## src/rtl/tm1638_frame_scheduler_if.sv

```systemverilog
// Byte request / read-return channel between the frame scheduler and the TM1638 serial byte engine.
// Zero latency; pure wiring.
// The engine stalls the scheduler by holding tx_ready low; rx_valid is a one-cycle pulse per completed read.
interface tm1638_frame_scheduler_if;
  logic       tx_valid;
  logic       tx_ready;
  logic [7:0] tx_byte;
  logic       tx_read;
  logic       tx_last;
  logic       rx_valid;
  logic [7:0] rx_byte;

  modport master (
    output tx_valid, tx_byte, tx_read, tx_last,
    input  tx_ready, rx_valid, rx_byte
  );

  modport slave (
    input  tx_valid, tx_byte, tx_read, tx_last,
    output tx_ready, rx_valid, rx_byte
  );
endinterface

```

## src/rtl/tm1638_frame_scheduler.sv

```systemverilog
// Periodic TM1638 refresh: mode, address, 16 RAM bytes, display control, then a 4-byte key scan.
// Frame starts one cycle after the period tick (or after the previous frame if a tick was pending); max one write byte per cycle.
// Every byte is held on the bus until the engine takes it; each read waits for rx_valid before the next is issued.
module tm1638_frame_scheduler #(
  parameter int clk_mhz    = 50,
  parameter int refresh_hz = 200,
  parameter int w_digit    = 8
) (
  input  logic                   clk,
  input  logic                   rst,
  input  logic [8*w_digit-1:0]   seg,
  input  logic [7:0]             ledr,
  input  logic [2:0]             brightness,
  input  logic                   display_en,
  tm1638_frame_scheduler_if.master bus,
  output logic [7:0]             keys,
  output logic                   keys_valid,
  output logic                   busy
);

  localparam int unsigned period_cycles = clk_mhz * 1_000_000 / refresh_hz;
  localparam int          cnt_w         = (period_cycles > 1) ? $clog2(period_cycles) : 1;
  localparam logic [cnt_w-1:0] cnt_max  = cnt_w'(period_cycles - 1);

  typedef enum logic [3:0] {
    IDLE, MODE, ADDR, DATA, CTRL, KCMD, KREAD, KWAIT, DONE
  } state_t;

  state_t           state;
  logic [cnt_w-1:0] period_cnt;
  logic             tick;
  logic             pending;
  logic [3:0]       byte_cnt;
  logic [7:0]       key_acc;
  logic [63:0]      seg_pad;
  logic [63:0]      seg_s;
  logic [7:0]       ledr_s;
  logic [2:0]       bright_s;
  logic             en_s;
  logic             accept;
  logic             unused_rx;

  assign tick   = (period_cnt == cnt_max);
  assign accept = bus.tx_valid & bus.tx_ready;

  // Only bits 0 and 4 of each scan byte carry key state on this board.
  assign unused_rx = ^{bus.rx_byte[7:5], bus.rx_byte[3:1]};

  // Widen seg to all eight grids; grids beyond w_digit are blanked.
  for (genvar g = 0; g < 8; g++) begin : g_pad
    if (g < w_digit) begin : g_on
      assign seg_pad[8*g +: 8] = seg[8*g +: 8];
    end else begin : g_off
      assign seg_pad[8*g +: 8] = 8'h00;
    end
  end

  // RAM byte k: even addresses are grid segments, odd addresses are the single LED bit.
  function automatic logic [7:0] data_byte(input logic [3:0] k);
    if (k[0]) return {7'b0, ledr_s[k[3:1]]};
    return seg_s[{k[3:1], 3'b000} +: 8];
  endfunction

  // Free-running period counter; preloaded to its last value so a frame starts right after reset.
  always_ff @(posedge clk or posedge rst) begin
    if (rst) period_cnt <= cnt_max;
    else     period_cnt <= tick ? '0 : period_cnt + 1'b1;
  end

  // Frame sequencer: owns every byte presented to the engine and the key result.
  always_ff @(posedge clk or posedge rst) begin
    if (rst) begin
      state        <= IDLE;
      pending      <= 1'b0;
      byte_cnt     <= 4'd0;
      key_acc      <= 8'h00;
      seg_s        <= 64'h0;
      ledr_s       <= 8'h00;
      bright_s     <= 3'd0;
      en_s         <= 1'b0;
      bus.tx_valid <= 1'b0;
      bus.tx_byte  <= 8'h00;
      bus.tx_read  <= 1'b0;
      bus.tx_last  <= 1'b0;
      keys         <= 8'h00;
      keys_valid   <= 1'b0;
      busy         <= 1'b0;
    end else begin
      keys_valid <= 1'b0;
      // Ticks during a frame collapse into a single pending start.
      if (tick && state != IDLE) pending <= 1'b1;
      case (state)
        IDLE: begin
          if (tick || pending) begin
            pending      <= 1'b0;
            seg_s        <= seg_pad;
            ledr_s       <= ledr;
            bright_s     <= brightness;
            en_s         <= display_en;
            busy         <= 1'b1;
            state        <= MODE;
            byte_cnt     <= 4'd0;
            bus.tx_valid <= 1'b1;
            bus.tx_byte  <= 8'h40;
            bus.tx_read  <= 1'b0;
            bus.tx_last  <= 1'b1;
          end
        end
        MODE: begin
          if (accept) begin
            state       <= ADDR;
            byte_cnt    <= 4'd0;
            bus.tx_byte <= 8'hC0;
            bus.tx_last <= 1'b0;
          end
        end
        ADDR: begin
          if (accept) begin
            state       <= DATA;
            byte_cnt    <= 4'd0;
            bus.tx_byte <= data_byte(4'd0);
            bus.tx_last <= 1'b0;
          end
        end
        DATA: begin
          if (accept) begin
            if (byte_cnt == 4'd15) begin
              state       <= CTRL;
              byte_cnt    <= 4'd0;
              bus.tx_byte <= {4'b1000, en_s, bright_s};
              bus.tx_last <= 1'b1;
            end else begin
              byte_cnt    <= byte_cnt + 4'd1;
              bus.tx_byte <= data_byte(byte_cnt + 4'd1);
              bus.tx_last <= (byte_cnt == 4'd14);
            end
          end
        end
        CTRL: begin
          if (accept) begin
            state       <= KCMD;
            byte_cnt    <= 4'd0;
            bus.tx_byte <= 8'h42;
            bus.tx_last <= 1'b0;
          end
        end
        KCMD: begin
          if (accept) begin
            state       <= KREAD;
            byte_cnt    <= 4'd0;
            key_acc     <= 8'h00;
            bus.tx_byte <= 8'h00;
            bus.tx_read <= 1'b1;
            bus.tx_last <= 1'b0;
          end
        end
        KREAD: begin
          // Hold off the next read until the engine returns this one.
          if (accept) begin
            state        <= KWAIT;
            bus.tx_valid <= 1'b0;
          end
        end
        KWAIT: begin
          if (bus.rx_valid) begin
            key_acc[{1'b0, byte_cnt[1:0]}] <= bus.rx_byte[0];
            key_acc[{1'b1, byte_cnt[1:0]}] <= bus.rx_byte[4];
            if (byte_cnt == 4'd3) begin
              state       <= DONE;
              bus.tx_read <= 1'b0;
              bus.tx_last <= 1'b0;
            end else begin
              state        <= KREAD;
              byte_cnt     <= byte_cnt + 4'd1;
              bus.tx_valid <= 1'b1;
              bus.tx_last  <= (byte_cnt == 4'd2);
            end
          end
        end
        DONE: begin
          keys       <= key_acc;
          keys_valid <= 1'b1;
          busy       <= 1'b0;
          state      <= IDLE;
        end
        default: state <= IDLE;
      endcase
    end
  end

endmodule

```

## src/flat_wrapper.sv

```systemverilog
// flat-port wrapper written by rule: the top's interface ports become plain ports
module tm1638_frame_scheduler_flat 
#(
  parameter int clk_mhz    = 50,
  parameter int refresh_hz = 200,
  parameter int w_digit    = 8
)
  (clk, rst, seg, ledr, brightness, display_en, keys, keys_valid, busy, bus_tx_valid, bus_tx_byte, bus_tx_read, bus_tx_last, bus_tx_ready, bus_rx_valid, bus_rx_byte);
  tm1638_frame_scheduler_if bus_i ();
  input  logic clk;
  input  logic rst;
  input  logic [8*w_digit-1:0] seg;
  input  logic [7:0] ledr;
  input  logic [2:0] brightness;
  input  logic display_en;
  output logic [7:0] keys;
  output logic keys_valid;
  output logic busy;
  output wire logic [$bits(bus_i.tx_valid)-1:0] bus_tx_valid;
  output wire logic [$bits(bus_i.tx_byte)-1:0] bus_tx_byte;
  output wire logic [$bits(bus_i.tx_read)-1:0] bus_tx_read;
  output wire logic [$bits(bus_i.tx_last)-1:0] bus_tx_last;
  input wire logic [$bits(bus_i.tx_ready)-1:0] bus_tx_ready;
  input wire logic [$bits(bus_i.rx_valid)-1:0] bus_rx_valid;
  input wire logic [$bits(bus_i.rx_byte)-1:0] bus_rx_byte;
  assign bus_tx_valid = bus_i.tx_valid;
  assign bus_tx_byte = bus_i.tx_byte;
  assign bus_tx_read = bus_i.tx_read;
  assign bus_tx_last = bus_i.tx_last;
  assign bus_i.tx_ready = bus_tx_ready;
  assign bus_i.rx_valid = bus_rx_valid;
  assign bus_i.rx_byte = bus_rx_byte;
  tm1638_frame_scheduler #(.clk_mhz(clk_mhz), .refresh_hz(refresh_hz), .w_digit(w_digit)) u_core (.clk(clk), .rst(rst), .seg(seg), .ledr(ledr), .brightness(brightness), .display_en(display_en), .bus(bus_i), .keys(keys), .keys_valid(keys_valid), .busy(busy));
endmodule
```

## config.mk

```make
export PLATFORM = sky130hd
export DESIGN_NAME = tm1638_frame_scheduler_flat
export DESIGN_NICKNAME = d
export VERILOG_FILES = /design/src/rtl/tm1638_frame_scheduler_if.sv /design/src/rtl/tm1638_frame_scheduler.sv /design/src/flat_wrapper.sv
export SDC_FILE = /design/constraint.sdc
export NUM_CORES = 1
export LEC_CHECK = 0
export BUFFER_PORTS_ARGS = -buffer_cell sky130_fd_sc_hd__buf_2
export CORE_MARGIN = 2
export CORE_UTILIZATION = 61
export CTS_CLUSTER_DIAMETER = 50
export CTS_CLUSTER_SIZE = 16
export DETAILED_ROUTE_END_ITERATION = 8
export PLACE_DENSITY = 0.89
export SLEW_MARGIN = 20
export SYNTH_ARGS = -nofsm -noshare
export SYNTH_HDL_FRONTEND = slang
export SYNTH_SLANG_ARGS = --single-unit
```

## constraint.sdc

```tcl
create_clock -name clk -period 7.5 [get_ports clk]
set_input_delay 0 -clock clk [delete_from_list [all_inputs] [get_ports clk]]
set_output_delay 0 -clock clk [all_outputs]
set_load 0.02 [all_outputs]
```

==> flow_metrics.env, run 1 <==
export IMPL_root_buffer="clkbuf_8"
export IMPL_drv_cap=0
export IMPL_synth_edf_count=0
export IMPL_gr_total_overflow=0
export IMPL_syn_avg_cell_area_um2=12.6
export IMPL_hold_viol=0
export IMPL_synthTopCellsByArea="dfrtp_1, mux2_2, mux4_2"
export IMPL_rr_startpoint="u_core.period_cnt[0]"
export IMPL_cp_required_ns=7.92
export IMPL_grt_pass1_wl_mm=30.0
export IMPL_vias_per_cell=6.42
export IMPL_top_layer="met4"
export IMPL_post_place_ws_ns=4.29
export IMPL_fin_nets=773
export IMPL_ant_nets=0
export IMPL_worstMarginPinSlew_ns=1.07
export IMPL_ys_ff_latch=132
export IMPL_antennaDiodeCount=0
export IMPL_core_area_um2=10200
export IMPL_cellPowerDensity_nw_per_um2=273
export IMPL_dp_final_hpwl_mm=9.20
export IMPL_hp_class="in2async"
export IMPL_start_kind="register"
export IMPL_fp_dieH_um=106
export IMPL_htreeDepth=4
export IMPL_grt_max_degree=78
export IMPL_die_area_um2=11200
export IMPL_crit_type="reg2reg"
export IMPL_wl_met2_mm=9.60
export IMPL_clock_fmax_mhz=299
export IMPL_finalWirelength_mm=19.2
export IMPL_p_leak_nw=4.11
export IMPL_port_buffers=102
export IMPL_dpl_instance_area_um2=6900
export IMPL_async_flop_share=1.00
export IMPL_period_needed_ns=3.35
export IMPL_synth_main_ff_cell="dfrtp_1"
export IMPL_yosysUniqueCellTypes=61
export IMPL_seq_area_frac_synth=0.523
export IMPL_outcome="finished, final reports clean"
export IMPL_met1Wirelength_mm=6.48
export IMPL_synth_top_cells_by_count="dfrtp_1, mux2_2, nand2_1, nor2_1, nand3_1"
export IMPL_antenna_found_initial=0
export IMPL_syn_inst=505
export IMPL_rsz0062_at_grt="false"
export IMPL_cts_tree="done"
export IMPL_start_util=0.623
export IMPL_synthToLayoutAreaGrowth_pct=31.4
export IMPL_first_pass_iters=7
export IMPL_synth_most_common_cell="dfrtp_1"
export IMPL_fin_skew_ns=0.0175
export IMPL_drc=0
export IMPL_design_area_um2=8330
export IMPL_slew_headroom=0.286
export IMPL_die_w_um=106
export IMPL_cp_end_kind="register"
export IMPL_drtIter0Drc=621
export IMPL_synth_top_area_frac=0.481
export IMPL_synth_largest_area_cell="dfrtp_1"
export IMPL_num_rows=37
export IMPL_pin_count=109
export IMPL_slew_violations=0
export IMPL_synth_fp_nets=598
export IMPL_tns_ns=0
export IMPL_finalCritPeriodShare=0.447
export IMPL_multi_input_area_um2=2860
export IMPL_track_usage=0.362
export IMPL_clock_latency_ns=0.55
export IMPL_nFillCells=491
export IMPL_drive_gt1_frac=0.378
export IMPL_dr_wl_met3_mm=1.49
export IMPL_seqCellArea_um2=3320
export IMPL_arrival_ns=3.77
export IMPL_grt_pass1_vias=5643
export IMPL_rrSetupSlack_ns=4.15
export IMPL_r2r_end="u_core.seg_s[34]"
export IMPL_crit_slowest_cell="o21a_4"
export IMPL_yosys_warnings=0
export IMPL_fin_ws_ns=4.15
export IMPL_max_vdd_ir_drop_mv=0.165
export IMPL_clockBufferDepth=2
export IMPL_path_clk_slew_ns=0.07
export IMPL_syn_area_um2=6340
export IMPL_avgRoutedWirePerCell_um=23.2
export IMPL_slowest_delay_ns=0.89
export IMPL_ff2ff_path_depth=6
export IMPL_path_cells="ha_1 > nand3_2 > nand3b_1 > nor2_1 > o21a_4 > mux2_2"
export IMPL_vias=5325
export IMPL_clock_sinks=132
export IMPL_setup_viol=0
export IMPL_worst_path_max_fanout=77
export IMPL_cts_buffers=17
export IMPL_gp_congestion=0.868
worst max path at each step:
| stage | startpoint | to | slack (ns) | cells past startpoint |
|---|---|---|---|---|
| 6_report | u_core.period_cnt[0] | u_core.seg_s[34] | 4.15 | 6 |
| 5_1_grt | u_core.period_cnt[0] | u_core.seg_s[34] | 4.02 | 6 |
| 4_1_cts | u_core.period_cnt[0] | u_core.seg_s[4] | 4.23 | 6 |
| 3_5_place_dp | u_core.period_cnt[0] | u_core.seg_s[11] | 4.29 | 6 |
| 3_3_place_gp | u_core.byte_cnt[0] | u_core.bus.tx_byte[7] | 4.27 | 6 |
| 2_1_floorplan | rst | u_core.bright_s[0] | 3.99 | 1 |
cell families (layout without fill, tap and decap cells):
logic type | count (synthesis) | after routing | share of synthesized area
simple gates | 140 | 140 | 0.113
flops | 132 | 132 | 0.523
mux | 117 | 117 | 0.234
compound gates | 54 | 54 | 0.0647
buf+inv | 39 | 227 | 0.0296
xor+xnor | 18 | 18 | 0.0260
fa+ha+maj | 5 | 5 | 0.00987
layout make-up:
class | instances | share of cell area
clock buffer | 18 | 0.0514
multi-input combinational | 334 | 0.344
inverter | 10 | 0.00481
sequential | 132 | 0.398
tap | 136 | 0.0204
clock inverter | 14 | 0.0212
timing repair buffer | 185 | 0.160
metrics by stage:
stage	util	hold WS, ns	power, mW	cells
2_1_floorplan	-	0.138	1.22	505
3_3_place_gp	0.678	0.137	1.32	716
3_5_place_dp	0.678	0.156	1.34	716
4_1_cts	0.817	0.145	2.21	829
5_1_grt	0.818	0.218	2.35	829
6_report	0.818	0.144	2.28	829
critical path, delay by kind of cell, from the launching register on:
kind / cells / cell delay, ns
AND/OR/NAND/NOR: 3 / 1.02
AO/OA/AOI/OAI: 1 / 0.89
adder cells (fa/ha/maj): 1 / 0.22
flip-flops: 1 / 0.55
multiplexers: 1 / 0.47
metal layers:
metal  up-vias  global-route usage
li1       2183                   -
met1      2616               0.391
met2       388               0.610
met3       138              0.0950
met4         0               0.272
met5         -                   0
cells in the final DEF, fill, tap and decap left out, types with 3 or more instances in the layout:
master / count
dfrtp_1: 122
buf_2: 102
mux2_2: 90
dlygate4sd3_1: 81
nand2_1: 37
nor2_1: 34
nand3_1: 26
mux4_2: 16
clkbuf_16: 16
xor2_1: 11
a21oi_1: 10
mux2i_1: 10
dfstp_2: 10
inv_1: 9
o22ai_1: 6
nor3_1: 6
and3_1: 5
xnor2_1: 5
a21o_1: 5
ha_1: 5
clkinvlp_4: 5
a2bb2oi_1: 4
nor4_1: 4
o21ai_0: 4
a221o_1: 4
and3b_1: 3
nand2b_1: 3
a22o_1: 3
nor2b_1: 3
and2_1: 3
bufinv_16: 3
inv_6: 3
timing repair:
item / CTS / global route
gates resized for setup: 0 / 0
hold buffers: 81 / 0
endpoints found under the hold margin: 143 / 0
setup buffers: 0 / 0
flip-flops by register name, indices dropped and copies added, names as in the netlist, 3 cells and up:
name,count
u_core.bus.tx_byte,8
u_core.state,4
u_core.ledr_s,8
u_core.key_acc,8
u_core.seg_s,64
u_core.byte_cnt,4
u_core.period_cnt,18
u_core.bright_s,3
u_core.keys,8
report_power, final:
part	leakage [nW]	switching, mW	internal [mW]
registers	1.77	0.0833	0.760
clock network	0.280	0.347	0.519
logic	2.07	0.328	0.238
total	4.11	0.758	1.52
Note: power is estimated with default switching activity, not from simulation.
==> run 2, diff against run 1 <==
--- a/config.mk
+++ b/config.mk
@@ -7,11 +7,11 @@
 export LEC_CHECK = 0
 export BUFFER_PORTS_ARGS = -buffer_cell sky130_fd_sc_hd__buf_2
 export CORE_MARGIN = 2
-export CORE_UTILIZATION = 61
+export CORE_UTILIZATION = 51
 export CTS_CLUSTER_DIAMETER = 50
 export CTS_CLUSTER_SIZE = 16
 export DETAILED_ROUTE_END_ITERATION = 8
-export PLACE_DENSITY = 0.89
+export PLACE_DENSITY = 0.79
 export SLEW_MARGIN = 20
 export SYNTH_ARGS = -nofsm -noshare
 export SYNTH_HDL_FRONTEND = slang
==> constraint.sdc (replaced) <==
create_clock -name clk -period 2.9 [get_ports clk]
set_input_delay 0 -clock clk [delete_from_list [all_inputs] [get_ports clk]]
set_output_delay 0 -clock clk [all_outputs]
set_load 0.02 [all_outputs]
==> run 2 against run 1 <==
Clock skew fell by 0.0046 ns. Final area rose by 1.4%. Routed wire length fell by 12%. Sequential power rose to 2.5 times the previous value. Power rose to 2.5 times the previous value. Combinational power rose to 2.7 times the previous value. Flip-flop and latch count did not move. Via count fell by 7.5%. Final cell count rose by 5.3%.
==> flow_metrics.env, run 2 (synthesized netlist as in run 1, its figures left out) <==
export IMPL_num_rows=40
export IMPL_hp_class="in2reg"
export IMPL_gp_congestion=0.866
export IMPL_core_area_um2=12100
export IMPL_outcome="finished, final reports clean"
export IMPL_cp_end_kind="register"
export IMPL_arrival_ns=3.00
export IMPL_path_clk_slew_ns=0.06
export IMPL_synthToLayoutAreaGrowth_pct=33.2
export IMPL_vias_per_cell=5.64
export IMPL_fp_dieH_um=116
export IMPL_ff2ff_path_depth=7
export IMPL_grt_max_degree=59
export IMPL_die_w_um=116
export IMPL_slew_headroom=0.529
export IMPL_top_register="u_core.seg_s"
export IMPL_clock_sinks=132
export IMPL_worst_path_max_fanout=15
export IMPL_drive_gt1_frac=0.389
export IMPL_ant_nets=0
export IMPL_htreeDepth=4
export IMPL_clock_latency_ns=0.42
export IMPL_hold_ws_ns=0.0189
export IMPL_p_int_mw=3.85
export IMPL_seqCellArea_um2=3320
export IMPL_cts_buffers=17
export IMPL_track_usage=0.273
export IMPL_start_kind="register"
export IMPL_grt_pass1_vias=5408
export IMPL_cts_tree="done"
export IMPL_top_regs="u_core.seg_s: 64 flops, u_core.period_cnt: 18 flops"
export IMPL_rsz0062_at_grt="false"
export IMPL_r2r_end="u_core.bus.tx_byte[0]"
export IMPL_swShare=0.324
export IMPL_setup_viol=0
export IMPL_cellPowerDensity_nw_per_um2=674
export IMPL_antenna_found_initial=1
export IMPL_vias=4928
export IMPL_layout_commonest_cell="dfrtp_1"
export IMPL_drtIter0Drc=384
export IMPL_crit_slowest_cell="mux4_2"
export IMPL_tns_ns=0
export IMPL_max_vdd_ir_drop_mv=0.464
export IMPL_drc=0
export IMPL_die_area_um2=13300
export IMPL_avgRoutedWirePerCell_um=19.3
export IMPL_final_cell_count_no_fill=873
export IMPL_slowest_delay_ns=0.58
export IMPL_port_buffers=102
export IMPL_fin_nets=786
export IMPL_hold_viol=0
export IMPL_startpoint="u_core.byte_cnt[0]"
export IMPL_cts_resized=0
export IMPL_first_pass_iters=5
export IMPL_gr_total_overflow=0
export IMPL_min_to="u_core.state[2]"
export IMPL_fin_skew_ns=0.0129
export IMPL_switchingPower_mw=1.84
export IMPL_clockBufferDepth=2
export IMPL_finalCritPeriodShare=0.931
export IMPL_hold_start="bus_rx_valid"
export IMPL_pwr_share_seq=0.376
export IMPL_grt_pass1_wl_mm=27.3
export IMPL_pin_count=109
export IMPL_dp_final_hpwl_mm=10.2
export IMPL_crit_type="reg2reg"
export IMPL_dp_cells=762
export IMPL_path_cells="inv_1 > ha_1 > buf_4 > mux4_2 > o22ai_1 > nand2_1 > a221o_1"
export IMPL_holdPathStages=4
export IMPL_p_clk_frac=0.357
export IMPL_period_needed_ns=2.70
export IMPL_rr_startpoint="u_core.byte_cnt[0]"
export IMPL_multi_input_area_um2=2850
export IMPL_finalWirelength_mm=16.8
export IMPL_nFillCells=798
export IMPL_clock_fmax_mhz=370
export IMPL_cp_required_ns=3.19
export IMPL_root_buffer="clkbuf_16"
export IMPL_drv_cap=0
export IMPL_start_util=0.526
export IMPL_final_util=0.701
export IMPL_largest_register_ffs=64
export IMPL_combPwrFrac=0.267
export IMPL_rrSetupSlack_ns=0.20
export IMPL_worstMarginPinSlew_ns=0.704
export IMPL_layout_common_cells="dfrtp_1, buf_2, mux2_2"
export IMPL_p_leak_nw=4.18
export IMPL_slew_violations=0
## run 2: area by class of cell
type / count / area share
repair buffers: 198 / 0.174
flip-flops and latches: 132 / 0.392
well taps: 168 / 0.0249
multi-input cells: 334 / 0.338
clock buffers: 19 / 0.0536
clock inverters: 11 / 0.0124
diodes: 1 / 0.000296
inverters: 10 / 0.00489
## run 2: power groups by stage
stage / sequential (mW) / clock (mW) / combinational (mW)
5_1_grt: 2.15 / 2.15 / 1.66
4_1_cts: 2.13 / 2.05 / 1.49
3_3_place_gp: 2.15 / 0 / 1.36
6_report: 2.14 / 2.03 / 1.52
3_5_place_dp: 2.16 / 0 / 1.39
2_1_floorplan: 2.11 / 0 / 1.04
## run 2: worst max-delay path: cells and delay by family, from the launching register on
| family | cells | cell delay, ns |
|---|---|---|
| buffers and inverters | 2 | 0.51 |
| AO/OA/AOI/OAI | 2 | 0.45 |
| adder cells (fa/ha/maj) | 1 | 0.49 |
| multiplexers | 1 | 0.58 |
| AND/OR/NAND/NOR | 1 | 0.08 |
| flip-flops | 1 | 0.48 |
## run 2: worst max-delay path by stage
stage                                       end  slack [ns]
after CTS                 u_core.bus.tx_byte[1]        0.23
final                     u_core.bus.tx_byte[0]        0.20
after global placement    u_core.bus.tx_byte[0]        0.35
after global routing      u_core.bus.tx_byte[1]        0.08
after floorplan           u_core.bus.tx_byte[1]        0.38
after detailed placement  u_core.bus.tx_byte[0]        0.27
## run 2: per-stage QoR
step	worst slack, ns	instance area, um2	power [mW]
3_5_place_dp	0.271	7090	3.56
4_1_cts	0.233	8450	5.67
3_3_place_gp	0.349	7090	3.51
5_1_grt	0.0799	8450	5.95
6_report	0.200	8450	5.69
2_1_floorplan	0.377	6340	3.15
## run 2: layer usage
metal	vias up	wire, um	global-route usage
li1	2210	-	-
met1	2429	6220	0.304
met2	222	8820	0.474
met3	67	983	0.0737
met4	0	791	0.151
met5	-	0	0
## run 2: timing repair
action | 4_1_cts | 5_1_grt
setup buffers | 0 | 0
hold buffers | 80 | 0
hold endpoints to repair | 113 | 0
==> run 3, diff against run 2 <==
--- a/config.mk
+++ b/config.mk
@@ -6,8 +6,10 @@
 export NUM_CORES = 1
 export LEC_CHECK = 0
 export BUFFER_PORTS_ARGS = -buffer_cell sky130_fd_sc_hd__buf_2
+export CELL_PAD_IN_SITES_DETAIL_PLACEMENT = 1
+export CELL_PAD_IN_SITES_GLOBAL_PLACEMENT = 2
 export CORE_MARGIN = 2
-export CORE_UTILIZATION = 51
+export CORE_UTILIZATION = 34
 export CTS_CLUSTER_DIAMETER = 50
 export CTS_CLUSTER_SIZE = 16
 export DETAILED_ROUTE_END_ITERATION = 8
==> run 3 against run 2 <==
Power increased by 8.2%. First-iteration DRC count shrank 59%. Sequential power barely moved. Clock skew fell by 0.0023 ns. Hold slack gained 0.017 ns. Core utilization fell by 22 points. Flip-flop and latch count stayed put. Global-route usage is 8.3 points lower.
==> flow_metrics.env, run 3 (synthesized netlist as in run 1, its figures left out) <==
export IMPL_worstMarginPinSlew_ns=0.950
export IMPL_final_util=0.476
export IMPL_vias_per_cell=5.13
export IMPL_p_leak_nw=4.22
export IMPL_cp_required_ns=3.19
export IMPL_top_regs="u_core.seg_s: 64 flops, u_core.period_cnt: 18 flops"
export IMPL_hold_start="bus_rx_valid"
export IMPL_dpl_instance_area_um2=7150
export IMPL_gp_congestion=0.779
export IMPL_drc=0
export IMPL_outcome="finished, final reports clean"
export IMPL_clock_latency_ns=0.42
export IMPL_drv_cap=0
export IMPL_cellPowerDensity_nw_per_um2=714
export IMPL_root_buffer="clkbuf_16"
export IMPL_layout_commonest_cell="dfrtp_1"
export IMPL_synthToLayoutAreaGrowth_pct=36.1
export IMPL_finalWirelength_mm=17.6
export IMPL_die_area_um2=19800
export IMPL_period_needed_ns=2.72
export IMPL_port_buffers=102
export IMPL_path_clk_slew_ns=0.06
export IMPL_ant_nets=0
export IMPL_core_area_um2=18100
export IMPL_antenna_found_initial=0
export IMPL_drtIter0Drc=157
export IMPL_rsz0062_at_grt="false"
export IMPL_rr_startpoint="u_core.byte_cnt[0]"
export IMPL_drive_gt1_frac=0.391
export IMPL_setup_viol=0
export IMPL_hold_ws_ns=0.0362
export IMPL_grt_pass1_wl_mm=29.2
export IMPL_start_util=0.349
export IMPL_startpoint="u_core.byte_cnt[0]"
export IMPL_die_w_um=141
export IMPL_track_usage=0.189
export IMPL_arrival_ns=3.01
export IMPL_hold_viol=0
export IMPL_cts_tree="done"
export IMPL_cp_end_kind="register"
export IMPL_tns_ns=0
export IMPL_dp_final_hpwl_mm=11.5
export IMPL_max_vdd_ir_drop_mv=0.481
export IMPL_first_pass_iters=4
export IMPL_design_area_um2=8630
export IMPL_clock_sinks=132
export IMPL_grt_max_degree=78
export IMPL_layout_common_cells="dfrtp_1, buf_2, mux2_2"
export IMPL_largest_register_ffs=64
export IMPL_fin_nets=786
export IMPL_clock_fmax_mhz=368
export IMPL_start_kind="register"
export IMPL_grt_pass1_vias=5463
export IMPL_antennaDiodeCount=0
export IMPL_clockBufferDepth=2
export IMPL_pin_count=109
export IMPL_hp_class="in2reg"
export IMPL_vias=4798
export IMPL_htreeDepth=4
export IMPL_fin_skew_ns=0.0106
export IMPL_gr_total_overflow=0
export IMPL_slew_violations=0
export IMPL_cts_resized=0
export IMPL_fp_dieH_um=141
export IMPL_worst_path_max_fanout=16
export IMPL_cts_buffers=17
export IMPL_crit_type="reg2reg"
export IMPL_num_rows=49
export IMPL_finalCritPeriodShare=0.937
export IMPL_top_register="u_core.seg_s"
export IMPL_slew_headroom=0.367
export IMPL_avgRoutedWirePerCell_um=18.9
run 3: worst paths after layout:
kind	end	slack [ns]	depth (start not counted)
max in group asynchronous	u_core.busy	1.81	4
min in group asynchronous	u_core.seg_s[31]	0.38	4
min	u_core.state[2]	0.04	4
min reg2reg	u_core.seg_s[54]	0.50	1
max	u_core.bus.tx_byte[0]	0.18	7
max reg2reg	u_core.bus.tx_byte[0]	0.18	7
run 3: repair_timing:
action / CTS / global route
buffers inserted: 0 / 0
hold buffers: 80 / 0
hold endpoints to repair: 207 / 0
run 3: where the power goes:
part | switching, mW | leakage [nW] | internal [mW] | total, mW
registers | 0.170 | 1.77 | 1.97 | 2.14
logic | 0.882 | 2.13 | 0.684 | 1.57
clock network | 0.837 | 0.324 | 1.62 | 2.46
total | 1.89 | 4.22 | 4.27 | 6.16
run 3: routing by layer:
| metal | up-vias | routed length (um) | track usage | part of all wire |
|---|---|---|---|---|
| met5 | - | 0 | 0 | 0 |
| met3 | 18 | 708 | 0.0424 | 0.040 |
| met4 | 0 | 298 | 0.0626 | 0.017 |
| met1 | 2447 | 7260 | 0.222 | 0.41 |
| li1 | 2218 | - | - | - |
| met2 | 115 | 9360 | 0.344 | 0.53 |
run 3: area by class of cell:
cell class                      instances  area [um2]
Fill cell                            1905        9520
Clock inverter                         15         253
Tap cell                              229         287
Clock buffer                           17         425
Multi-Input combinational cell        334        2850
Inverter                               10        41.3
Timing Repair Buffer                  198        1460
Sequential cell                       132        3320
run 3: worst max-delay path, cell delays in order (launching register included):
cell and delay (ns):
dfrtp_1 0.46, inv_1 0.15, ha_1 0.62, buf_12 0.24
mux4_2 0.54, o22ai_1 0.19, nand2_1 0.08, a221o_1 0.31
run 3: through the flow:
step / instances / setup WS [ns] / power (mW)
2_1_floorplan: 505 / 0.377 / 3.15
3_3_place_gp: 823 / 0.310 / 3.60
3_5_place_dp: 823 / 0.200 / 3.66
4_1_cts: 935 / 0.180 / 6.22
5_1_grt: 935 / 0.0360 / 6.47
6_report: 935 / 0.182 / 6.16
